## src/rtl/branch_predict_unit.sv

```systemverilog
// Branch resolution in EX plus a direct-mapped BTB with saturating direction counters for IF prediction.
// Optional performance counters are enabled with the BPU_PERF_CNT_EN macro.
module branch_predict_unit #(
    parameter int ENTRIES  = 16,
    parameter int CTR_BITS = 2,
    parameter int PC_W     = 32
) (
    input  logic            i_clk,
    input  logic            i_rst,
`ifdef BPU_PERF_CNT_EN
    output logic [31:0]     o_bpu_br_cnt,
    output logic [31:0]     o_bpu_miss_cnt,
`endif
    input  logic [PC_W-1:0] i_bpu_if_pc,
    output logic            o_bpu_pred_taken,
    output logic [PC_W-1:0] o_bpu_pred_target,
    input  logic            i_bpu_valid,
    input  logic [3:0]      i_bpu_brOP,
    input  logic [PC_W-1:0] i_bpu_A,
    input  logic [PC_W-1:0] i_bpu_B,
    input  logic [25:0]     i_bpu_target,
    input  logic [PC_W-1:0] i_bpu_ex_pc,
    input  logic [PC_W-1:0] i_bpu_ex_pcnext,
    input  logic            i_bpu_ex_pred_taken,
    input  logic [PC_W-1:0] i_bpu_ex_pred_target,
    output logic            o_bpu_redirect,
    output logic [PC_W-1:0] o_bpu_redirect_PC,
    output logic            o_bpu_clr
);

    localparam int IDX   = $clog2(ENTRIES);
    localparam int TAG_W = PC_W - IDX - 2;

    localparam logic [CTR_BITS-1:0] CTR_WEAK_NT = CTR_BITS'((1 << (CTR_BITS - 1)) - 1);
    localparam logic [CTR_BITS-1:0] CTR_WEAK_T  = CTR_BITS'(1 << (CTR_BITS - 1));
    localparam logic [CTR_BITS-1:0] CTR_MAX     = '1;

    typedef enum logic [3:0] {
        OP_NONE   = 4'd0,  OP_JR    = 4'd1,  OP_J     = 4'd2,  OP_JAL   = 4'd3,
        OP_BAL    = 4'd4,  OP_BGEZAL = 4'd5, OP_BLTZ  = 4'd6,  OP_BGEZ  = 4'd7,
        OP_BLTZAL = 4'd8,  OP_B     = 4'd9,  OP_BEQ   = 4'd10, OP_BNE   = 4'd11,
        OP_BLEZ   = 4'd12, OP_BGTZ  = 4'd13, OP_RSV14 = 4'd14, OP_RSV15 = 4'd15
    } br_op_e;

    typedef enum logic [1:0] {TGT_BRANCH, TGT_JUMP, TGT_REG} tgt_sel_e;

    // BTB storage
    logic                valid_q [ENTRIES];
    logic [TAG_W-1:0]    tag_q   [ENTRIES];
    logic [PC_W-1:0]     tgt_q   [ENTRIES];
    logic [CTR_BITS-1:0] ctr_q   [ENTRIES];

    logic            redirect_q;
    logic [PC_W-1:0] redirect_pc_q;

    // IF-side lookup reads the arrays directly, so a same-cycle update is not visible yet.
    logic [IDX-1:0]   if_idx;
    logic [TAG_W-1:0] if_tag;
    logic             if_hit;

    assign if_idx = i_bpu_if_pc[IDX+1:2];
    assign if_tag = i_bpu_if_pc[PC_W-1:IDX+2];
    assign if_hit = valid_q[if_idx] && (tag_q[if_idx] == if_tag);

    assign o_bpu_pred_taken  = if_hit && ctr_q[if_idx][CTR_BITS-1];
    assign o_bpu_pred_target = o_bpu_pred_taken ? tgt_q[if_idx] : '0;

    // EX-side decode
    br_op_e   op;
    tgt_sel_e tgt_sel;
    logic     is_branch;
    logic     cond;
    logic     a_neg;
    logic     a_zero;

    assign op     = br_op_e'(i_bpu_brOP);
    assign a_neg  = i_bpu_A[PC_W-1];
    assign a_zero = (i_bpu_A == '0);

    // NOTE: every output of a combinational block gets a default first, so no path can infer a latch.
    always_comb begin
        is_branch = 1'b0;
        cond      = 1'b0;
        tgt_sel   = TGT_BRANCH;
        case (op)
            OP_JR:               begin is_branch = 1'b1; cond = 1'b1; tgt_sel = TGT_REG;  end
            OP_J, OP_JAL:        begin is_branch = 1'b1; cond = 1'b1; tgt_sel = TGT_JUMP; end
            OP_BAL, OP_B:        begin is_branch = 1'b1; cond = 1'b1; end
            OP_BGEZAL, OP_BGEZ:  begin is_branch = 1'b1; cond = !a_neg; end
            OP_BLTZ, OP_BLTZAL:  begin is_branch = 1'b1; cond = a_neg; end
            OP_BEQ:              begin is_branch = 1'b1; cond = (i_bpu_A == i_bpu_B); end
            OP_BNE:              begin is_branch = 1'b1; cond = (i_bpu_A != i_bpu_B); end
            OP_BLEZ:             begin is_branch = 1'b1; cond = a_neg || a_zero; end
            OP_BGTZ:             begin is_branch = 1'b1; cond = !a_neg && !a_zero; end
            default:             begin is_branch = 1'b0; cond = 1'b0; end
        endcase
    end

    logic [PC_W-1:0] jump_target;
    logic [PC_W-1:0] branch_offset;
    logic [PC_W-1:0] br_target;

    assign jump_target   = {i_bpu_ex_pcnext[PC_W-1:28], i_bpu_target, 2'b00};
    assign branch_offset = {{(PC_W-18){i_bpu_target[15]}}, i_bpu_target[15:0], 2'b00};

    always_comb begin
        br_target = i_bpu_ex_pcnext + branch_offset;
        case (tgt_sel)
            TGT_JUMP: br_target = jump_target;
            TGT_REG:  br_target = i_bpu_A;
            default:  br_target = i_bpu_ex_pcnext + branch_offset;
        endcase
    end

    // A bubble or non-branch counts as "not taken", so a stale taken prediction on it still redirects.
    logic            resolved;
    logic            taken;
    logic            mispredict;
    logic [PC_W-1:0] next_pc;

    assign resolved   = i_bpu_valid && is_branch;
    assign taken      = resolved && cond;
    assign mispredict = (taken != i_bpu_ex_pred_taken) ||
                        (taken && (br_target != i_bpu_ex_pred_target));
    assign next_pc    = taken ? br_target : i_bpu_ex_pcnext;

    logic [IDX-1:0]   ex_idx;
    logic [TAG_W-1:0] ex_tag;
    logic             ex_hit;

    assign ex_idx = i_bpu_ex_pc[IDX+1:2];
    assign ex_tag = i_bpu_ex_pc[PC_W-1:IDX+2];
    assign ex_hit = valid_q[ex_idx] && (tag_q[ex_idx] == ex_tag);

    // NOTE: sequential state is written only with non-blocking assignments so every read sees pre-edge values.
    always_ff @(posedge i_clk) begin
        if (i_rst) begin
            redirect_q    <= 1'b0;
            redirect_pc_q <= '0;
            // NOTE: the BTB is reset explicitly; a stale valid bit after reset would produce bogus predictions.
            for (int i = 0; i < ENTRIES; i++) begin
                valid_q[i] <= 1'b0;
                tag_q[i]   <= '0;
                tgt_q[i]   <= '0;
                ctr_q[i]   <= CTR_WEAK_NT;
            end
        end else begin
            redirect_q <= mispredict;
            if (mispredict) begin
                redirect_pc_q <= next_pc;
            end
            if (resolved) begin
                if (ex_hit) begin
                    if (taken) begin
                        if (ctr_q[ex_idx] != CTR_MAX) begin
                            ctr_q[ex_idx] <= ctr_q[ex_idx] + 1'b1;
                        end
                        tgt_q[ex_idx] <= br_target;
                    end else if (ctr_q[ex_idx] != '0) begin
                        ctr_q[ex_idx] <= ctr_q[ex_idx] - 1'b1;
                    end
                end else if (taken) begin
                    valid_q[ex_idx] <= 1'b1;
                    tag_q[ex_idx]   <= ex_tag;
                    tgt_q[ex_idx]   <= br_target;
                    ctr_q[ex_idx]   <= CTR_WEAK_T;
                end
            end
        end
    end

    assign o_bpu_redirect    = redirect_q;
    assign o_bpu_clr         = redirect_q;
    assign o_bpu_redirect_PC = redirect_pc_q;

`ifdef BPU_PERF_CNT_EN
    logic [31:0] br_cnt_q;
    logic [31:0] miss_cnt_q;

    always_ff @(posedge i_clk) begin
        if (i_rst) begin
            br_cnt_q   <= '0;
            miss_cnt_q <= '0;
        end else begin
            if (resolved && (br_cnt_q != '1)) begin
                br_cnt_q <= br_cnt_q + 32'd1;
            end
            if (mispredict && (miss_cnt_q != '1)) begin
                miss_cnt_q <= miss_cnt_q + 32'd1;
            end
        end
    end

    assign o_bpu_br_cnt   = br_cnt_q;
    assign o_bpu_miss_cnt = miss_cnt_q;
`endif

    // Word-aligned PCs: the byte-offset bits carry no information here.
    logic unused_pc_bits;
    assign unused_pc_bits = ^{i_bpu_if_pc[1:0], i_bpu_ex_pc[1:0]};

endmodule

```

## config.mk

```make
export PLATFORM = sky130hd
export DESIGN_NAME = branch_predict_unit
export DESIGN_NICKNAME = d
export VERILOG_FILES = /design/src/rtl/branch_predict_unit.sv
export SDC_FILE = /design/constraint.sdc
export NUM_CORES = 2
export LEC_CHECK = 0
export ABC_AREA = 0
export BUFFER_PORTS_ARGS = -buffer_cell sky130_fd_sc_hd__buf_2
export CAP_MARGIN = 20
export CORE_ASPECT_RATIO = 0.9
export CORE_MARGIN = 2
export CORE_UTILIZATION = 30
export CTS_CLUSTER_SIZE = 40
export DETAILED_ROUTE_END_ITERATION = 6
export SLEW_MARGIN = 15
export SYNTH_ARGS = -nofsm -noshare
export SYNTH_HDL_FRONTEND = slang
export SYNTH_SLANG_ARGS = --single-unit
```

## constraint.sdc

```tcl
create_clock -name i_clk -period 5.6 [get_ports i_clk]
set_input_delay 0.28 -clock i_clk [delete_from_list [all_inputs] [get_ports i_clk]]
set_output_delay 0.28 -clock i_clk [all_outputs]
set_load 0.01 [all_outputs]
```

**Word-level counts from Yosys, hierarchy flattened**

Memory sizes are Yosys's and may differ from the RTL's.
Index checks and enable logic that the tools add are counted.

- Add/subtract/negate cells: 3
- Multiplexer cells: 44
- Equal/unequal tests: 22
- Reductions and logical operators: 22
- Bitwise gates (word level): 3

Operator list:

| cell | count |
|---|---|
| $mux 32 | 4 |
| $ne 32x32->1 | 2 |
| $pmux 32 s2 | 1 |
| $eq 26x26->1 | 2 |
| $add 32x32->32 | 1 |
| $eq 32x32->1 | 1 |
| $logic_not 32->1 | 1 |
| $reduce_or 32->1 | 1 |
| $mux 1 | 29 |
| $mux 26 | 1 |
| $reduce_or 26->1 | 1 |
| $eq 4x4->1 const B | 6 |
| $eq 4x3->1 const B | 4 |
| $mux 4 | 4 |
| $reduce_or 13->1 | 1 |
| $eq 4x2->1 const B | 2 |
| $reduce_or 2->1 | 4 |
| $logic_and 1x1->1 | 7 |
| $pmux 1 s7 | 1 |
| $mux 2 | 3 |
| $reduce_or 5->1 | 1 |
| $eq 4x1->1 const B | 1 |
| $pmux 2 s2 | 1 |
| $or 1x1->1 | 3 |
| other kinds (10) | 12 |

- Output and inout port bits: 67
- Memories kept: 4
- Word-level logic and storage cells: 100
- RAM bits: 976
- Flip-flop bits (word level): 33
- Input bits: 226

Memories:

| memory | words | width | read ports | clocked after Yosys merged registers in | wr ports | RTL line | text |
|---|---|---|---|---|---|---|---|
| tgt_q | 16 | 32 | 1 | 0 | 16 | 50 | `logic [PC_W-1:0] tgt_q [ENTRIES];` |
| tag_q | 16 | 26 | 2 | 0 | 16 | 49 | `logic [TAG_W-1:0] tag_q [ENTRIES];` |
| ctr_q | 16 | 2 | 2 | 0 | 16 | 51 | `logic [CTR_BITS-1:0] ctr_q [ENTRIES];` |
| valid_q | 16 | 1 | 2 | 0 | 16 | 48 | `logic valid_q [ENTRIES];` |

**Depth between registers and ports, before layout**

- Depth in word-level cells: 14
- Depth in mapped cells: 19
- Depth with buffers taken out: 14

**Worst setup path after synthesis**

Ideal clock, no wire load.

- Path kind: input to register
- From: input i_bpu_ex_pc[2]
- To: memory tag_q[0][0] (netlist name) (enable)
- Stages: 13
- Path buffers: 6
- Path slack: 0.913 ns
- Required time: 5.182 ns
- Arrival time: 4.269 ns
- Cells stage by stage: buf_2 > buf_4 > buf_2 > buf_2 > mux4_2 > nand3_1 > o21ai_0 > mux2_2 > o2111ai_1 > clkbuf_1 > nor2_1 > buf_2 > a21oi_1

RTL lines:

| item | RTL line | text |
|---|---|---|
| start, declared | 22 | `input logic [PC_W-1:0] i_bpu_ex_pc,` |
| end, declared | 49 |  |

==> impl_metrics.py <==
metrics = {
    "clock_tree": {
        "clk_latency_ns": 0.74,
        "cts_tree": "done",
        "cts_setup_buffers": 0,
        "clockRootBuffer": "clkbuf_16",
        "path_clk_slew_ns": 0.06,
        "cts_sinks": 1009,
        "cts_hold_buf": 14,
        "numCtsBuffers": 109,
        "clockBufferDepth": 3,
        "cts_htree_levels": 3,
        "cts_resized": 0,
    },
    "worst_setup_path": {
        "slowest_delay_ns": 0.49,
        "slowest_stage": "mux4_2",
        "crit_type": "reg -> out",
        "arrival_ns": 4.46,
        "crit_path_end_kind": "primary output",
        "timing.reg2reg.setup_slack_ns": 1.45,
        "required_ns": 5.32,
        "r2r_cells": 12,
        "critPathMaxFanout": 33,
        "critPathLaunchType": "flip-flop",
        "reg2reg_to": "tag_q[13][3]$_SDFFCE_PN0P_",
        "worstPathCellList": "mux4_2 -> mux4_2 -> xor2_1 -> a311oi_1 -> buf_4 -> nand4_1 -> nor3_1 -> buf_4 -> nand3_2 -> buf_4 -> nor2b_1 -> buf_2",
        "rr_startpoint": "tag_q[3][25]$_SDFFCE_PN0P_",
        "crit_path_frequent_cell": "buf_4",
    },
    "logic_synthesis": {
        "synth_warnings": 0,
        "syn_nets": 4158,
        "ys_seq_area_frac": 0.5592,
        "synth_cells": 3900,
        "synth_edf_count": 960,
        "synth_area_um2": 53310,
        "ys_ff_latch": 1009,
        "syn_area_per_cell_um2": 13.67,
        "synth_flop_cell": "edfxtp_1",
        "synthArstFlopShare": 0,
        "yosysUniqueCellTypes": 86,
    },
    "floorplan": {
        "coreArea_um2": 176300,
        "die_w_um": 448.3,
        "dieHeight_um": 403.9,
        "initial_core_util": 0.3024,
        "num_rows": 146,
        "dieArea_um2": 181100,
        "ios": 293,
    },
    "status": {
        "status": "finished, final reports clean",
    },
    "cells_and_area": {
        "area_growth_pct": 16.71,
        "fillers": 16900,
        "nNetsFinal": 4378,
        "layout_common_cells": "960 x edfxtp_1, 603 x nor2_1, 433 x mux4_2",
        "layout-drive-gt1-share": 0.2708,
        "final_area_um2": 62220,
        "final_cells": 6577,
        "final_common_cell": "edfxtp_1",
    },
    "detailed_routing": {
        "wl_per_cell_um": 26.08,
        "drt_iter0_markers": 3777,
        "drc": 0,
        "vias": 35680,
        "dr.pass1.iters": 5,
        "ant_nets": 0,
        "drt_wl_total_um": 171500,
        "avgViaCountPerCell": 5.425,
    },
    "timing": {
        "skew_ns": 0.04467,
        "worst_slew_pin_slew_ns": 0.9182,
        "relSlewSlack": 0.3878,
        "setup_viol": 0,
        "final_max_slew_viol_count": 0,
        "holdWs_ns": 0.05684,
        "rsz0062_at_grt": "no",
        "worst_slack_ns": 0.8648,
        "max_freq_mhz": 211.2,
        "fin_crit_ns": 4.735,
        "setup-tns-final_ns": 0,
        "hold_violations": 0,
        "final.period_utilization": 0.8456,
    },
    "placed_design": {
        "gp_congestion": 0.9819,
        "place_area_um2": 58720,
        "dp_hpwl_um": 108400,
        "portBuffers": 288,
        "post-place-cells": 6362,
        "preCtsSetupSlack_ns": 0.4281,
    },
    "hold_path": {
        "holdPathStages": 2,
        "holdPathEnd": "tag_q[12][8]$_SDFFCE_PN0P_",
        "hold_start": "i_bpu_ex_pc[14]",
        "worst_hold_path_type": "in -> reg",
    },
    "power_and_ir_drop": {
        "powerDensity_nw_per_um2": 298.2,
        "p_leak_nw": 21.11,
        "vdd_drop_max_uv": 229.3,
    },
    "global_route": {
        "grt_pass1_vias": 35760,
        "track_usage": 0.1871,
        "grt_first_pass_wirelength_um": 247800,
        "overflow": 0,
        "antenna_found_initial": 20,
        "grt_max_degree": 129,
    },
    "flow_run": {
        "maxCapViolations": 0,
    },
}
-- cells in the mapped netlist (8+ instances only) --
cell type,n,area (um2)
a211oi_1,20,150.1
a21o_1,29,217.7
a21oi_1,63,315.3
a221oi_1,9,78.83
a22oi_1,18,135.1
a311oi_1,8,70.07
a31oi_1,10,62.56
a32oi_1,30,262.8
and2_1,424,2653
and2b_1,16,120.1
and3_1,13,81.33
buf_1,44,165.2
buf_2,38,190.2
buf_4,8,60.06
clkbuf_1,275,1032
dfxtp_1,49,980.9
edfxtp_1,960,28830
ha_1,31,387.9
inv_1,30,112.6
mux2_2,9,101.4
mux2i_1,27,270.3
mux4_2,433,9752
nand2_1,96,360.4
nand2b_1,12,75.07
nand3_1,105,525.5
nand3b_1,15,112.6
nand4_1,28,175.2
nor2_1,605,2271
nor2b_1,39,244.0
nor3_1,23,115.1
nor3b_1,39,292.8
nor4_1,28,175.2
nor4_2,8,100.1
o2111ai_1,8,70.07
o211ai_1,17,127.6
o21a_1,10,75.07
o21ai_0,37,185.2
o21ai_1,36,180.2
o31ai_1,18,135.1
or3_1,12,75.07
xnor2_1,68,595.6
xor2_1,52,455.4
-- report_power, final --
group	switching [W]	internal (W)	leakage, nW
clock	0.00304	0.00382	1.62
combinational	0.00170	0.00115	9.99
sequential	0.000170	0.00868	9.50
-- registers in the layout, summed over array words and instances (netlist names) --
| name | flops |
|---|---|
| valid_q | 16 |
| tag_q | 416 |
| o_bpu_redirect_PC | 32 |
| tgt_q | 512 |
| ctr_q | 32 |
| o_bpu_clr | 1 |
-- area by class of cell --
class | instances | area (um2) | area share
Antenna cell | 6 | 15.01 | 0.0002413
Multi-Input combinational cell | 2493 | 22310 | 0.3586
Inverter | 31 | 118.9 | 0.001911
Tap cell | 2368 | 2963 | 0.04762
Timing Repair Buffer | 476 | 3674 | 0.05904
Clock inverter | 63 | 496.7 | 0.007984
Clock buffer | 131 | 2831 | 0.04551
Sequential cell | 1009 | 29810 | 0.4791
-- worst max path at each step --
| stage | startpoint | end | slack, ns |
|---|---|---|---|
| 4_1_cts | tag_q[15][0]$_SDFFCE_PN0P_ | o_bpu_pred_target[19] | 0.88 |
| 2_1_floorplan | i_bpu_ex_pc[2] | tag_q[0][0]$_SDFFCE_PN0P_ | 0.91 |
| 5_1_grt | tag_q[15][0]$_SDFFCE_PN0P_ | o_bpu_pred_target[19] | 0.80 |
| 3_3_place_gp | i_bpu_brOP[3] | o_bpu_redirect_PC[30]$_SDFFE_PP0P_ | 0.68 |
| 6_report | tag_q[2][0]$_SDFFCE_PN0P_ | o_bpu_pred_target[19] | 0.86 |
| 3_5_place_dp | i_bpu_brOP[3] | o_bpu_redirect_PC[25]$_SDFFE_PP0P_ | 0.43 |
-- stage by stage --
step / total power [W] / utilization
finish: 0.01855 / 0.3529
global route: 0.01914 / 0.3529
CTS: 0.01866 / 0.3528
detailed placement: 0.01182 / 0.3331
global placement: 0.01177 / 0.3331
floorplan: 0.01069 / -
-- kinds of logic (layout without fill, tap and decap cells) --
group	after synthesis	in the layout	share of synthesized area
buffers and inverters	398	701	0.02976
AOI/OAI and AO/OA	373	373	0.04957
adders and majority gates	32	32	0.007652
and+or+nand+nor	1499	1499	0.1442
DFF	1009	1009	0.5592
muxes	469	469	0.1899
xor gates and xnor gates	120	120	0.01972
other	0	6	0
-- worst max-delay path, delay by kind of cell (launching register included) --
kind	cells	cell delay [ns]
xor+xnor	1	0.20
mux	2	0.96
flops	1	0.40
buf+inv	4	0.94
simple gates	4	0.76
compound gates	1	0.41
-- metal layers --
metal,wire [um],track usage
met4,5959,0.06569
met5,49,0.0008071
met2,82580,0.3080
met1,68330,0.2446
met3,14590,0.03801
Note: power is estimated with default switching activity, not from simulation.
